--- config.mk ---
export PLATFORM = sky130hd
export DESIGN_NAME = input_repeater
export DESIGN_NICKNAME = d
export VERILOG_FILES = /design/src/rtl/input_repeater_pkg.sv /design/src/rtl/button_channel.sv /design/src/rtl/input_repeater.sv
export SDC_FILE = /design/constraint.sdc
export NUM_CORES = 1
export LEC_CHECK = 0
export BUFFER_PORTS_ARGS = -buffer_cell sky130_fd_sc_hd__buf_2
export CAP_MARGIN = 10
export CELL_PAD_IN_SITES_DETAIL_PLACEMENT = 0
export CELL_PAD_IN_SITES_GLOBAL_PLACEMENT = 1
export CORE_MARGIN = 4
export CORE_UTILIZATION = 45
export CTS_CLUSTER_SIZE = 24
export DETAILED_ROUTE_END_ITERATION = 7
export MAX_ROUTING_LAYER = met4
export PLACE_DENSITY = 0.76
export SLEW_MARGIN = 0
export SYNTH_ARGS = -nofsm -noshare
export SYNTH_HDL_FRONTEND = slang
export SYNTH_HIERARCHICAL = 1
export SYNTH_SLANG_ARGS = --single-unit
--- constraint.sdc ---
create_clock -name clk -period 5.7 [get_ports clk]
set_input_delay 0.285 -clock clk [delete_from_list [all_inputs] [get_ports clk]]
set_output_delay 0.285 -clock clk [all_outputs]
set_load 0.03 [all_outputs]
--- src/rtl/input_repeater_pkg.sv ---
// input_repeater_pkg: shared button indices, default sizing/timing and counter helpers.
package input_repeater_pkg;

    typedef enum int unsigned {
        LEFT  = 0,
        RIGHT = 1,
        DOWN  = 2,
        CW    = 3,
        CCW   = 4
    } button_e;

    localparam int DEF_NUM_BUTTONS     = 5;
    localparam int DEF_DEBOUNCE_CYCLES = 4;
    localparam int DEF_REPEAT_DELAY    = 24;
    localparam int DEF_REPEAT_PERIOD   = 8;

    function automatic int cnt_width(input int limit);
        return (limit > 1) ? $clog2(limit) : 1;
    endfunction

endpackage

--- src/rtl/button_channel.sv ---
// button_channel: synchroniser, debounce and auto-repeat for one button;
// evt is combinational and marks the edge at which a press/repeat event is taken.
module button_channel
    import input_repeater_pkg::*;
#(
    parameter int   DEBOUNCE_CYCLES = DEF_DEBOUNCE_CYCLES,
    parameter int   REPEAT_DELAY    = DEF_REPEAT_DELAY,
    parameter int   REPEAT_PERIOD   = DEF_REPEAT_PERIOD,
    parameter logic REPEAT_EN       = 1'b1
) (
    input  logic clk,
    input  logic reset,
    input  logic raw,
    output logic held,
    output logic evt
);

    localparam int DW = cnt_width(DEBOUNCE_CYCLES);
    localparam int RW = cnt_width(REPEAT_DELAY > REPEAT_PERIOD ? REPEAT_DELAY : REPEAT_PERIOD);
    localparam logic [DW-1:0] D_LAST     = DW'(DEBOUNCE_CYCLES - 1);
    localparam logic [RW-1:0] DELAY_LAST = RW'(REPEAT_DELAY - 1);
    localparam logic [RW-1:0] PER_LAST   = RW'(REPEAT_PERIOD - 1);

    logic [1:0]    sync;
    logic [DW-1:0] db_cnt;
    logic [RW-1:0] rep_cnt;
    logic [RW-1:0] rep_last;
    logic          rep_phase;
    logic          mismatch;
    logic          toggle;
    logic          press_evt;
    logic          rep_evt;

    always_comb begin
        mismatch  = sync[1] ^ held;
        toggle    = mismatch && (db_cnt == D_LAST);
        press_evt = toggle && !held;
        rep_last  = rep_phase ? PER_LAST : DELAY_LAST;
        // A repeat due on the same edge as a release is dropped.
        rep_evt   = REPEAT_EN && held && !toggle && (rep_cnt == rep_last);
        evt       = press_evt || rep_evt;
    end

    always_ff @(posedge clk or posedge reset) begin
        if (reset) begin
            sync      <= '0;
            db_cnt    <= '0;
            held      <= 1'b0;
            rep_cnt   <= '0;
            rep_phase <= 1'b0;
        end else begin
            sync      <= {sync[0], raw};
            db_cnt    <= (!mismatch || toggle) ? '0 : db_cnt + DW'(1);
            held      <= held ^ toggle;
            rep_cnt   <= (!REPEAT_EN || !held || toggle || rep_evt) ? '0 : rep_cnt + RW'(1);
            rep_phase <= (held && !toggle) ? (rep_phase || rep_evt) : 1'b0;
        end
    end

endmodule

--- src/rtl/input_repeater.sv ---
// input_repeater: per-button debounce/auto-repeat channels feeding a pending-press
// register with lowest-index-first presentation and overrun reporting.
module input_repeater
    import input_repeater_pkg::*;
#(
    parameter int                     NUM_BUTTONS     = DEF_NUM_BUTTONS,
    parameter int                     DEBOUNCE_CYCLES = DEF_DEBOUNCE_CYCLES,
    parameter int                     REPEAT_DELAY    = DEF_REPEAT_DELAY,
    parameter int                     REPEAT_PERIOD   = DEF_REPEAT_PERIOD,
    parameter logic [NUM_BUTTONS-1:0] REPEAT_MASK     = '1
) (
    input  logic                   clk,
    input  logic                   reset,
    input  logic [NUM_BUTTONS-1:0] raw_buttons,
    input  logic                   poll_inputs,
    output logic [NUM_BUTTONS-1:0] pressed,
    output logic [NUM_BUTTONS-1:0] held,
    output logic                   overrun
);

    logic [NUM_BUTTONS-1:0] evt;
    logic [NUM_BUTTONS-1:0] pending;
    logic [NUM_BUTTONS-1:0] clr;
    logic [NUM_BUTTONS-1:0] pending_next;
    logic                   overrun_next;

    for (genvar i = 0; i < NUM_BUTTONS; i++) begin : g_ch
        button_channel #(
            .DEBOUNCE_CYCLES(DEBOUNCE_CYCLES),
            .REPEAT_DELAY   (REPEAT_DELAY),
            .REPEAT_PERIOD  (REPEAT_PERIOD),
            .REPEAT_EN      (REPEAT_MASK[i])
        ) u_ch (
            .clk  (clk),
            .reset(reset),
            .raw  (raw_buttons[i]),
            .held (held[i]),
            .evt  (evt[i])
        );
    end

    always_comb begin
        // Isolate the lowest set bit.
        pressed      = pending & (~pending + NUM_BUTTONS'(1));
        clr          = poll_inputs ? pressed : '0;
        pending_next = (pending & ~clr) | evt;
        overrun_next = |(evt & pending & ~clr);
    end

    always_ff @(posedge clk or posedge reset) begin
        if (reset) begin
            pending <= '0;
            overrun <= 1'b0;
        end else begin
            pending <= pending_next;
            overrun <= overrun_next;
        end
    end

endmodule

# Word level (Yosys, flattened, before mapping)
# Index checks and enable logic that the tools add are counted.
classes:
  add_sub_neg: 11
  n_mul: 0
  div_mod_pow: 0
  n_lt_le_gt_ge: 0
  eq_ne: 10
  shift: 0
  n_mux: 21
  bitwise: 17
  reduce_logical: 61
op_table:
  columns: ["op", "count"]
  rows:
  - ["$mux W5", 11]
  - ["$add A5 B1 Y5 const B", 6]
  - ["$eq A5 B5 Y1", 5]
  - ["$logic_or A1 B1 Y1", 25]
  - ["$and A5 B5 Y5", 4]
  - ["$logic_and A1 B1 Y1", 20]
  - ["$logic_not A1 Y1", 15]
  - ["$add A2 B1 Y2 const B", 5]
  - ["$eq A2 B2 Y1 const B", 5]
  - ["$mux W2", 5]
  - ["$not A5 Y5", 2]
  - ["$xor A1 B1 Y1", 10]
  - ["$mux W1", 5]
  - ["$or A5 B5 Y5", 1]
  - ["$reduce_or A5 Y1", 1]
word_totals:
  register_bits: 61
  latch_bits: 0
  ram_bits: 0
  romBits: 0
  output_inout_bits: 11
  wordCells: 147
  n_memories: 0

# Longest topological paths before layout
# Gate-level depths: netlist of run 1.
depth:
  ltp_word: 9
  mapped_depth: 8
  ltp_nobuf: 8

# Cells and area by module
# Netlist of run 1, hierarchy kept.
by_module_without_submodules:
  columns: ["module", "n_inst", "cells_each", "area_each_um2"]
  rows:
  - ["button_channel", 5, 38, 456.7]
  - ["input_repeater", 1, 30, 332.8]

# Worst setup path before layout of run 1
# Ideal clock, no wire load.
synth_timing:
  path_type: "register to output"
  from: "reg pending[1]"
  to: "out pressed[3]"
  t_arrival_ps: 1563
  setup_slack_ps: 3852
  path_stages_with_launch: 3
  cell_sequence: "dfrtp_1 -> buf_8 -> nor4b_1"
synth_between:
  elab_chain_len: 3
synth_rtl:
  columns: ["item", "line_no", "rtl"]
  rows:
  - ["from (decl)", "input_repeater.sv:22", "logic [NUM_BUTTONS-1:0] pending;"]
  - ["from (signal assigned)", "input_repeater.sv:55", "pending <= pending_next;"]
  - ["$not A5 Y5", "input_repeater.sv:44", "pressed = pending & (~pending + NUM_BUTTONS'(1));"]
  - ["$add A5 B1 Y5", "input_repeater.sv:44", null]
  - ["$and A5 B5 Y5", "input_repeater.sv:44", null]
  - ["to (decl)", "input_repeater.sv:16", "output logic [NUM_BUTTONS-1:0] pressed,"]
# No other way between the ends.

# Worst setup path after layout of run 1
layout_timing:
  from: "reg g_ch[1].u_ch.db_cnt[0]"
  to: "reg overrun"
layout_between:
  elab_chain_len: 9
  elab_cells_between_ends: 10
layout_rtl:
  columns: ["item", "line_no", "rtl"]
  rows:
  - ["from (decl)", "button_channel.sv:25", "logic [DW-1:0] db_cnt;"]
  - ["from (signal assigned)", "button_channel.sv:53", "db_cnt <= (!mismatch || toggle) ? '0 : db_cnt + DW'(1);"]
  - ["$eq A2 B2 Y1 (*)", "button_channel.sv:36", "toggle = mismatch && (db_cnt == D_LAST);"]
  - ["$logic_and A1 B1 Y1 (*)", "button_channel.sv:36", null]
  - ["$logic_not A1 Y1", "button_channel.sv:40", "rep_evt = REPEAT_EN && held && !toggle && (rep_cnt == rep_last);"]
  - ["$logic_and A1 B1 Y1 (2 in a row)", "button_channel.sv:40", null]
  - ["$logic_or A1 B1 Y1 (*)", "button_channel.sv:41", "evt = press_evt || rep_evt;"]
  - ["named net evt[1]", "input_repeater.sv:21", "logic [NUM_BUTTONS-1:0] evt;"]
  - ["$and A5 B5 Y5 (*) (2 in a row)", "input_repeater.sv:47", "overrun_next = |(evt & pending & ~clr);"]
  - ["$reduce_or A5 Y1 (*)", "input_repeater.sv:47", null]
  - ["named net overrun_next", "input_repeater.sv:25", "logic overrun_next;"]
  - ["to (signal assigned)", "input_repeater.sv:56", "overrun <= overrun_next;"]
  - ["to (decl)", "input_repeater.sv:18", "output logic overrun"]
# The timed path passes the listed nets; every way through them passes the cells marked *.

==> summary.txt, run 1 <==
Detailed routing
  – Routed vias: between 1500 and 2000
  – Average wire length per cell after detail routing: 12.56 um
  – Violation count after the first detailed-route iteration: 80
  – DRC: 0
  – Post-DRT Antenna Nets: 0
  – Detail-routed via count per cell: 4.882
  – Final routed wirelength across all metal layers: 4057 um
  – Count of TritonRoute iterations in the first routing pass: 4

Floorplanning
  – Total die area: ~7000 um^2
  – Rows: 27
  – Die X-Extent: about 84 um
  – Number of top-level pins: 19
  – Area of the core region: approximately 5600 um^2
  – Die Height: around 84 um
  – Initial core utilization: 0.4694

Clocking
  – Total CTS buffers: 9
  – CTS tree: yes
  – Insertion delay to the later sink of the worst-skew pair: ~0.32 ns
  – Clock tree root driver cell: sky130_fd_sc_hd__clkbuf_8
  – Number of buffers on the longest clock path: 2
  – Register clock-pin slew on the reported worst setup and hold paths: 0.06 ns
  – Number of levels the H-tree was split into: 3
  – Clock sink count: 61
  – Post-CTS setup buffer count: 0
  – Quantity of gates resized following cts: 0
  – Post-CTS Hold Buffers: 1

Pwr
  – Leakage power total: between 1 and 1.5 nW
  – Power per Cell Area: roughly 480 nW/um^2
  – Peak supply drop: approximately 0.32 mV

Timing
  – Final setup violation count: 0
  – Max-slew violation count: 0
  – Post-Route Setup TNS: 0 ns
  – Actual slew at the worst max-slew pin: ~0.43 ns
  – RSZ-0062 raised after global routing: false
  – Number of failing hold endpoints at the final stage: 0
  – Worst clock skew: ~0.0041 ns
  – Fmax: slightly above 500 MHz
  – Worst rel slew slack: 0.7103
  – Final min period: ~1.9 ns
  – Share of the cycle needed by the critical path after routing: 0.3384
  – Fin worst setup slack: ~3.8 ns

Final layout
  – Fillcell total: 505
  – Share of the core filled with cells in the final layout: 0.5324
  – Fraction of layout instances using a drive strength above 1: 0.1952
  – Leading cell type in the layout, fill and taps excluded: sky130_fd_sc_hd__dfrtp_1
  – Signed area change from the synthesized netlist to the final layout: 13.44%
  – Number of nets at the end of the flow: 266
  – Commonest cells after routing, fill and taps aside: sky130_fd_sc_hd__dfrtp_1 (61), sky130_fd_sc_hd__nor2_1 (25), sky130_fd_sc_hd__inv_1 (19)
  – N_diodes: 0
  – Area used by multi-input combinational logic: ~1000 um^2
  – Sequential cell area: around 1500 um^2
  – Final design instance area without fill: 2968 um^2

Logic synthesis
  – Total number of yosys warnings: 6
  – Number of enable flip-flop cells after synthesis: 0
  – Instance count of the mapped netlist: 220
  – Compound-cell area share of the yosys netlist: 0.08369
  – Share of synthesized flip-flops with an asynchronous set or reset: 1.000
  – Fraction of synthesized cell area in xor and xnor cells: 0.08369
  – Mux cell area share after synthesis: 0.02152
  – Total nets after synthesis: about 240
  – Main combinational cell family by area after synthesis: simple AND/OR/NAND/NOR gates
  – Simple-gate area share of the yosys netlist: 0.1440
  – Post-synthesis cell area: 2616 um^2
  – Post-synth cell types: 30
  – Sequential area share after synthesis: 0.5835
  – Count of state elements after synthesis: between 60 and 70
  – Average instance area after synthesis: about 12 um^2
  – Adder-cell area share of the yosys netlist: 0.04782
  – Post-synth top flop: sky130_fd_sc_hd__dfrtp_1

Placement
  – Gpl congestion: ~0.75
  – DP Wirelength: ~3000 um
  – Dpl ws: approximately 3.8 ns
  – Number of input and output port buffers inserted: 18
  – Total cell area at the placement stage: 2774 um^2

Worst hold path
  – Worst Hold Class: input pin to flop

Setup path
  – Sort of element at the end of the critical path: flop
  – Data required, critical path: between 5 and 6 ns
  – Path type of the worst setup path: flop to flop
  – Startpoint kind of the worst setup timing path: flop
  – Critical path peak fanout: 4
  – Worst endpoint data arrival time: about 2.1 ns

Run
  – Count of max-cap constraint violations: 0

Global route
  – Total global routing overflow: 0
  – Number of global-route vias before repair: ~1500
  – Number of antenna violations at the first check in global routing: 0
  – Wire length of the first global-routing pass: between 7000 and 8000 um
  – Global-route usage over all layers: 0.1324
  – Largest net degree at the start of global routing: 12

Status
  – Result of the run: finished clean
final cells by class:
class,instances,area share
sequential,61,0.5143
tap,72,0.03035
clock buffer,13,0.06029
timing repair buffer,19,0.03373
multi-input combinational,138,0.3356
clock inverter,1,0.001686
inverter,19,0.02403
report_power, final:
group | internal, W | switching, W | total [W]
Combinational | 0.000186 | 0.000240 | 0.000427
Sequential | 0.000539 | 0.000103 | 0.000642
Clock | 0.000200 | 0.000148 | 0.000348
Total | 0.000925 | 0.000492 | 0.00142
critical path: stages (launching register included):
cell and delay [ns]:
sky130_fd_sc_hd__dfrtp_1 0.34, sky130_fd_sc_hd__ha_1 0.22, sky130_fd_sc_hd__mux2_2 0.36, sky130_fd_sc_hd__a21boi_1 0.15
sky130_fd_sc_hd__a22o_2 0.27, sky130_fd_sc_hd__a32oi_1 0.14, sky130_fd_sc_hd__o221ai_1 0.13, sky130_fd_sc_hd__a31o_1 0.20
metal layers:
layer,GRT usage,vias up,share of wire
met5,-,-,0
met2,0.1822,26,0.43
li1,-,794,-
met3,0.03337,5,0.042
met1,0.1716,752,0.51
met4,0.08772,0,0.017
per-stage QoR:
step	std cells	total power (W)	hold slack, ns
3_3_place_gp	308	0.001066	0.2870
2_1_floorplan	220	0.0009804	0.07596
6_report	323	0.001416	0.06063
3_5_place_dp	308	0.001083	0.2857
4_1_cts	323	0.001437	0.04100
5_1_grt	323	0.001523	0.04336
Yosys cell counts, drive strengths merged, types with 6 or more instances:
master	n	area [um^2]
dfrtp	61	1526
nor2	25	93.84
inv	19	71.32
xnor2	15	131.4
nand2	12	45.04
ha	10	125.1
nand3	10	50.05
xor2	10	87.58
nand2b	7	51.30
nor3b	6	45.04
logic make-up (layout without fill, tap and decap cells):
family,count (synthesis),in the layout
simple gates,74,74
flops,61,61
xor+xnor,25,25
compound gates,24,24
buf+inv,21,52
fa+ha+maj,10,10
mux,5,5
path summary, 6_finish.rpt:
check | from | endpoint | slack [ns] | depth (start not counted)
setup / recovery | g_ch[1].u_ch/db_cnt[0] | overrun | 3.77 | 7
hold / removal | raw_buttons[3] | g_ch[3].u_ch/sync[0] | 0.06 | 1
setup reg to reg | g_ch[1].u_ch/db_cnt[0] | overrun | 3.77 | 7
hold reg to reg | g_ch[0].u_ch/sync[0] | g_ch[0].u_ch/sync[1] | 0.35 | 0
max in group asynchronous | reset | g_ch[3].u_ch/rep_cnt[4] | 4.84 | 3
min in group asynchronous | reset | overrun | 0.48 | 3
state kept, by name, summed over array words and instances, names as in the netlist, named ones only:
register and count:
g_ch.u_ch/rep_cnt 25, overrun 1, g_ch.u_ch/sync 10, pending 5
g_ch.u_ch/db_cnt 10, g_ch.u_ch/rep_phase 5
Note: power is estimated with default switching activity, not from simulation.
==> run 2: changes to the inputs <==
--- a/config.mk
+++ b/config.mk
@@ -5,12 +5,13 @@
 export SDC_FILE = /design/constraint.sdc
 export NUM_CORES = 1
 export LEC_CHECK = 0
+export ABC_AREA = 1
 export BUFFER_PORTS_ARGS = -buffer_cell sky130_fd_sc_hd__buf_2
 export CAP_MARGIN = 10
 export CELL_PAD_IN_SITES_DETAIL_PLACEMENT = 0
 export CELL_PAD_IN_SITES_GLOBAL_PLACEMENT = 1
 export CORE_MARGIN = 4
-export CORE_UTILIZATION = 45
+export CORE_UTILIZATION = 41
 export CTS_CLUSTER_SIZE = 24
 export DETAILED_ROUTE_END_ITERATION = 7
 export MAX_ROUTING_LAYER = met4
==> constraint.sdc (replaced) <==
create_clock -name clk -period 1.7 [get_ports clk]
set_input_delay 0.085 -clock clk [delete_from_list [all_inputs] [get_ports clk]]
set_output_delay 0.085 -clock clk [all_outputs]
set_load 0.03 [all_outputs]
==> run 2 against run 1 <==
Die area grew 16%. Cell count increased by 33%. Clock power increased to 3.4 times the previous value.
==> summary.txt, run 2 <==
Final layout
  – Flip-flop count of the largest register after layout: 25
  – Cell Count, Final, Fillers Out: ~430
  – Leading cell type in the layout, fill and taps excluded: sky130_fd_sc_hd__dfrtp_1
  – Most flops, register: g_ch.u_ch/rep_cnt
  – Number of nets at the end of the flow: 366
  – Share of the core filled with cells in the final layout: 0.4986
  – Final design instance area without fill: 3238 um^2
  – N_diodes: 0
  – Biggest registers after layout: g_ch.u_ch/rep_cnt x25, g_ch.u_ch/db_cnt x10, g_ch.u_ch/sync x10
  – Commonest cells after routing, fill and taps aside: sky130_fd_sc_hd__dfrtp_1 (61), sky130_fd_sc_hd__inv_1 (55), sky130_fd_sc_hd__nand2_1 (48)
  – Fraction of layout instances using a drive strength above 1: 0.1624
  – Signed area change from the synthesized netlist to the final layout: 14.87%

Clocking
  – Total CTS buffers: 9
  – Register clock-pin slew on the reported worst setup and hold paths: approximately 0.060 ns
  – Post-CTS setup buffer count: 0
  – CTS tree: yes
  – Number of levels the H-tree was split into: 3
  – Insertion delay to the later sink of the worst-skew pair: 0.32 ns
  – Number of buffers on the longest clock path: 2
  – Clock sink count: approximately 60
  – Post-CTS Hold Buffers: 6
  – Quantity of gates resized following cts: 0
  – Clock tree root driver cell: sky130_fd_sc_hd__clkbuf_8

Timing
  – Max-slew violation count: 0
  – RSZ-0062 raised after global routing: false
  – Fmax: 725.3 MHz
  – Final setup violation count: 0
  – Worst rel slew slack: 0.7146
  – Post-Route Setup TNS: 0 ns
  – Worst clock skew: 0.008369 ns
  – Fin worst setup slack: 0.3213 ns
  – Final min period: 1.379 ns
  – Actual slew at the worst max-slew pin: 0.4276 ns
  – Number of failing hold endpoints at the final stage: 0
  – Share of the cycle needed by the critical path after routing: 0.8110

Logic synthesis
  – Share of synthesized flip-flops with an asynchronous set or reset: 1.000
  – Count of state elements after synthesis: slightly above 60
  – Instance count of the mapped netlist: between 300 and 400
  – Top cell types by occurrence after synthesis: sky130_fd_sc_hd__dfrtp_1 (61), sky130_fd_sc_hd__inv_1 (55), sky130_fd_sc_hd__nand2_1 (48)
  – Post-synthesis cell area: 2819 um^2
  – Post-synth top flop: sky130_fd_sc_hd__dfrtp_1
  – Total nets after synthesis: 332
  – Number of enable flip-flop cells after synthesis: 0
  – Most common cell in the synthesized netlist: sky130_fd_sc_hd__dfrtp_1
  – Post-synth cell types: 21
  – Area share of the leading cell type in the synthesized netlist: 0.5415
  – Average instance area after synthesis: around 9.0 um^2
  – Sequential area share after synthesis: 0.5415
  – Total number of yosys warnings: 6
  – Cell taking the most area after synthesis: sky130_fd_sc_hd__dfrtp_1
  – Top cells by area in the synthesized netlist: sky130_fd_sc_hd__dfrtp_1 (54%), sky130_fd_sc_hd__inv_1 (7.3%), sky130_fd_sc_hd__nand2_1 (6.4%)

Global route
  – Total global routing overflow: 0
  – Wire length of the first global-routing pass: approximately 8000 um
  – Number of global-route vias before repair: approximately 1900
  – Global-route usage over all layers: 0.1260
  – Number of antenna violations at the first check in global routing: 0
  – Largest net degree at the start of global routing: 12

Detailed routing
  – Final routed wirelength across all metal layers: roughly 4400 um
  – DRC: 0
  – Total met3 wirelength after detailed routing: 138 um
  – Routed vias: 1960
  – Top layer used by detailed routing: met4
  – Met2 wire length: 1868 um
  – Count of TritonRoute iterations in the first routing pass: 5
  – Post-route met1 wirelength: roughly 2300 um
  – Average wire length per cell after detail routing: 10.31 um
  – Violation count after the first detailed-route iteration: 43
  – Post-DRT Antenna Nets: 0
  – Detail-routed via count per cell: about 4.6

Pwr
  – Leakage power total: 1.624 nW
  – Peak supply drop: ~0.63 mV
  – Power per Cell Area: approximately 1300 nW/um^2

Setup path
  – CP peak stage delay: roughly 0.4 ns
  – Worst Path Buf+Inv: 0
  – Startpoint kind of the worst setup timing path: flop
  – Worst endpoint data arrival time: between 1.5 and 2 ns
  – CP delay by family, top: simple AND/OR/NAND/NOR gates
  – Critical path peak fanout: 4
  – Cell repeated most along the worst path: sky130_fd_sc_hd__nand3_1
  – Data required, critical path: between 1.5 and 2 ns
  – Sort of element at the end of the critical path: flop
  – Path type of the worst setup path: flop to flop
  – Critical path, cell by cell: ha_1 -> nand2_2 -> nor2_4 -> nand3_1 -> nand2_1 -> nand3_1 -> nand2_1 -> nor2_1 -> nand3_1
  – Slowest stage cell on the critical path: sky130_fd_sc_hd__dfrtp_1

Floorplanning
  – Die Height: 90.92 um
  – Initial core utilization: 0.4340
  – Area of the core region: roughly 6500 um^2
  – Die X-Extent: ~91 um
  – Number of top-level pins: 19
  – Total die area: ~8300 um^2
  – Rows: 29

Placement
  – DP Wirelength: about 3300 um
  – Number of cells in the design after placement: between 400 and 500
  – Gpl congestion: 0.7846
  – Dpl ws: around 0.32 ns
  – Number of input and output port buffers inserted: 18
  – Total cell area at the placement stage: ~3000 um^2

Worst hold path
  – Worst Hold Class: input pin to flop

Status
  – Result of the run: finished clean

Run
  – Count of max-cap constraint violations: 0
-- run 2: logic make-up (layout without fill, tap and decap cells) --
kind of cell             Yosys count  after routing  share of synthesized area
flip-flops                        61             61                     0.5415
XOR/XNOR                           5              5                    0.01553
AO/OA/AOI/OAI                     33             33                    0.06790
buffers and inverters             57             94                    0.07723
adder cells (fa/ha/maj)           10             10                    0.04439
AND/OR/NAND/NOR                  148            148                     0.2534
-- run 2: routing by layer --
metal,track usage,vias to the layer above
met3,0.03333,7
met5,-,-
met2,0.1760,24
met4,0.07161,0
met1,0.1649,877
li1,-,1052
-- run 2: path summary, 6_finish.rpt --
kind	startpoint	endpoint	slack (ns)	cells after the start
worst max-delay path	g_ch[1].u_ch/rep_cnt[0]	overrun	0.32	9
worst min-delay path	poll_inputs	pending[2]	0.11	4
worst max register to register	g_ch[1].u_ch/rep_cnt[0]	overrun	0.32	9
worst min register to register	g_ch[0].u_ch/sync[0]	g_ch[0].u_ch/sync[1]	0.35	0
max in group asynchronous	reset	g_ch[3].u_ch/rep_cnt[4]	1.02	3
min in group asynchronous	reset	pending[3]	0.30	3
-- run 2: power by group --
part | internal, W | switching (W)
Combinational | 0.000406 | 0.000762
Sequential | 0.00175 | 0.000209
Clock | 0.000699 | 0.000489
Total | 0.00285 | 0.00146
-- run 2: layout make-up --
class / instances / area [um^2]
clock buffers: 12 / 145.1
inverters: 56 / 210.2
multi-input cells: 196 / 1075
well taps: 77 / 96.34
flip-flops and latches: 61 / 1526
clock inverters: 2 / 35.03
repair buffers: 24 / 150.1
fillers: 615 / 3257
-- run 2: per-stage QoR --
stage / total power [W] / hold WS (ns)
after floorplan: 0.002881 / -0.1240
after global placement: 0.003135 / 0.09495
after detailed placement: 0.003160 / 0.08828
after CTS: 0.004397 / 0.09157
after global routing: 0.004677 / 0.1258
final: 0.004316 / 0.1078
-- run 2: worst min-delay path: stages --
cell                      delay, ns
sky130_fd_sc_hd__buf_2         0.13
sky130_fd_sc_hd__nand2_1       0.07
sky130_fd_sc_hd__nand2_1       0.06
sky130_fd_sc_hd__nand2_1       0.05
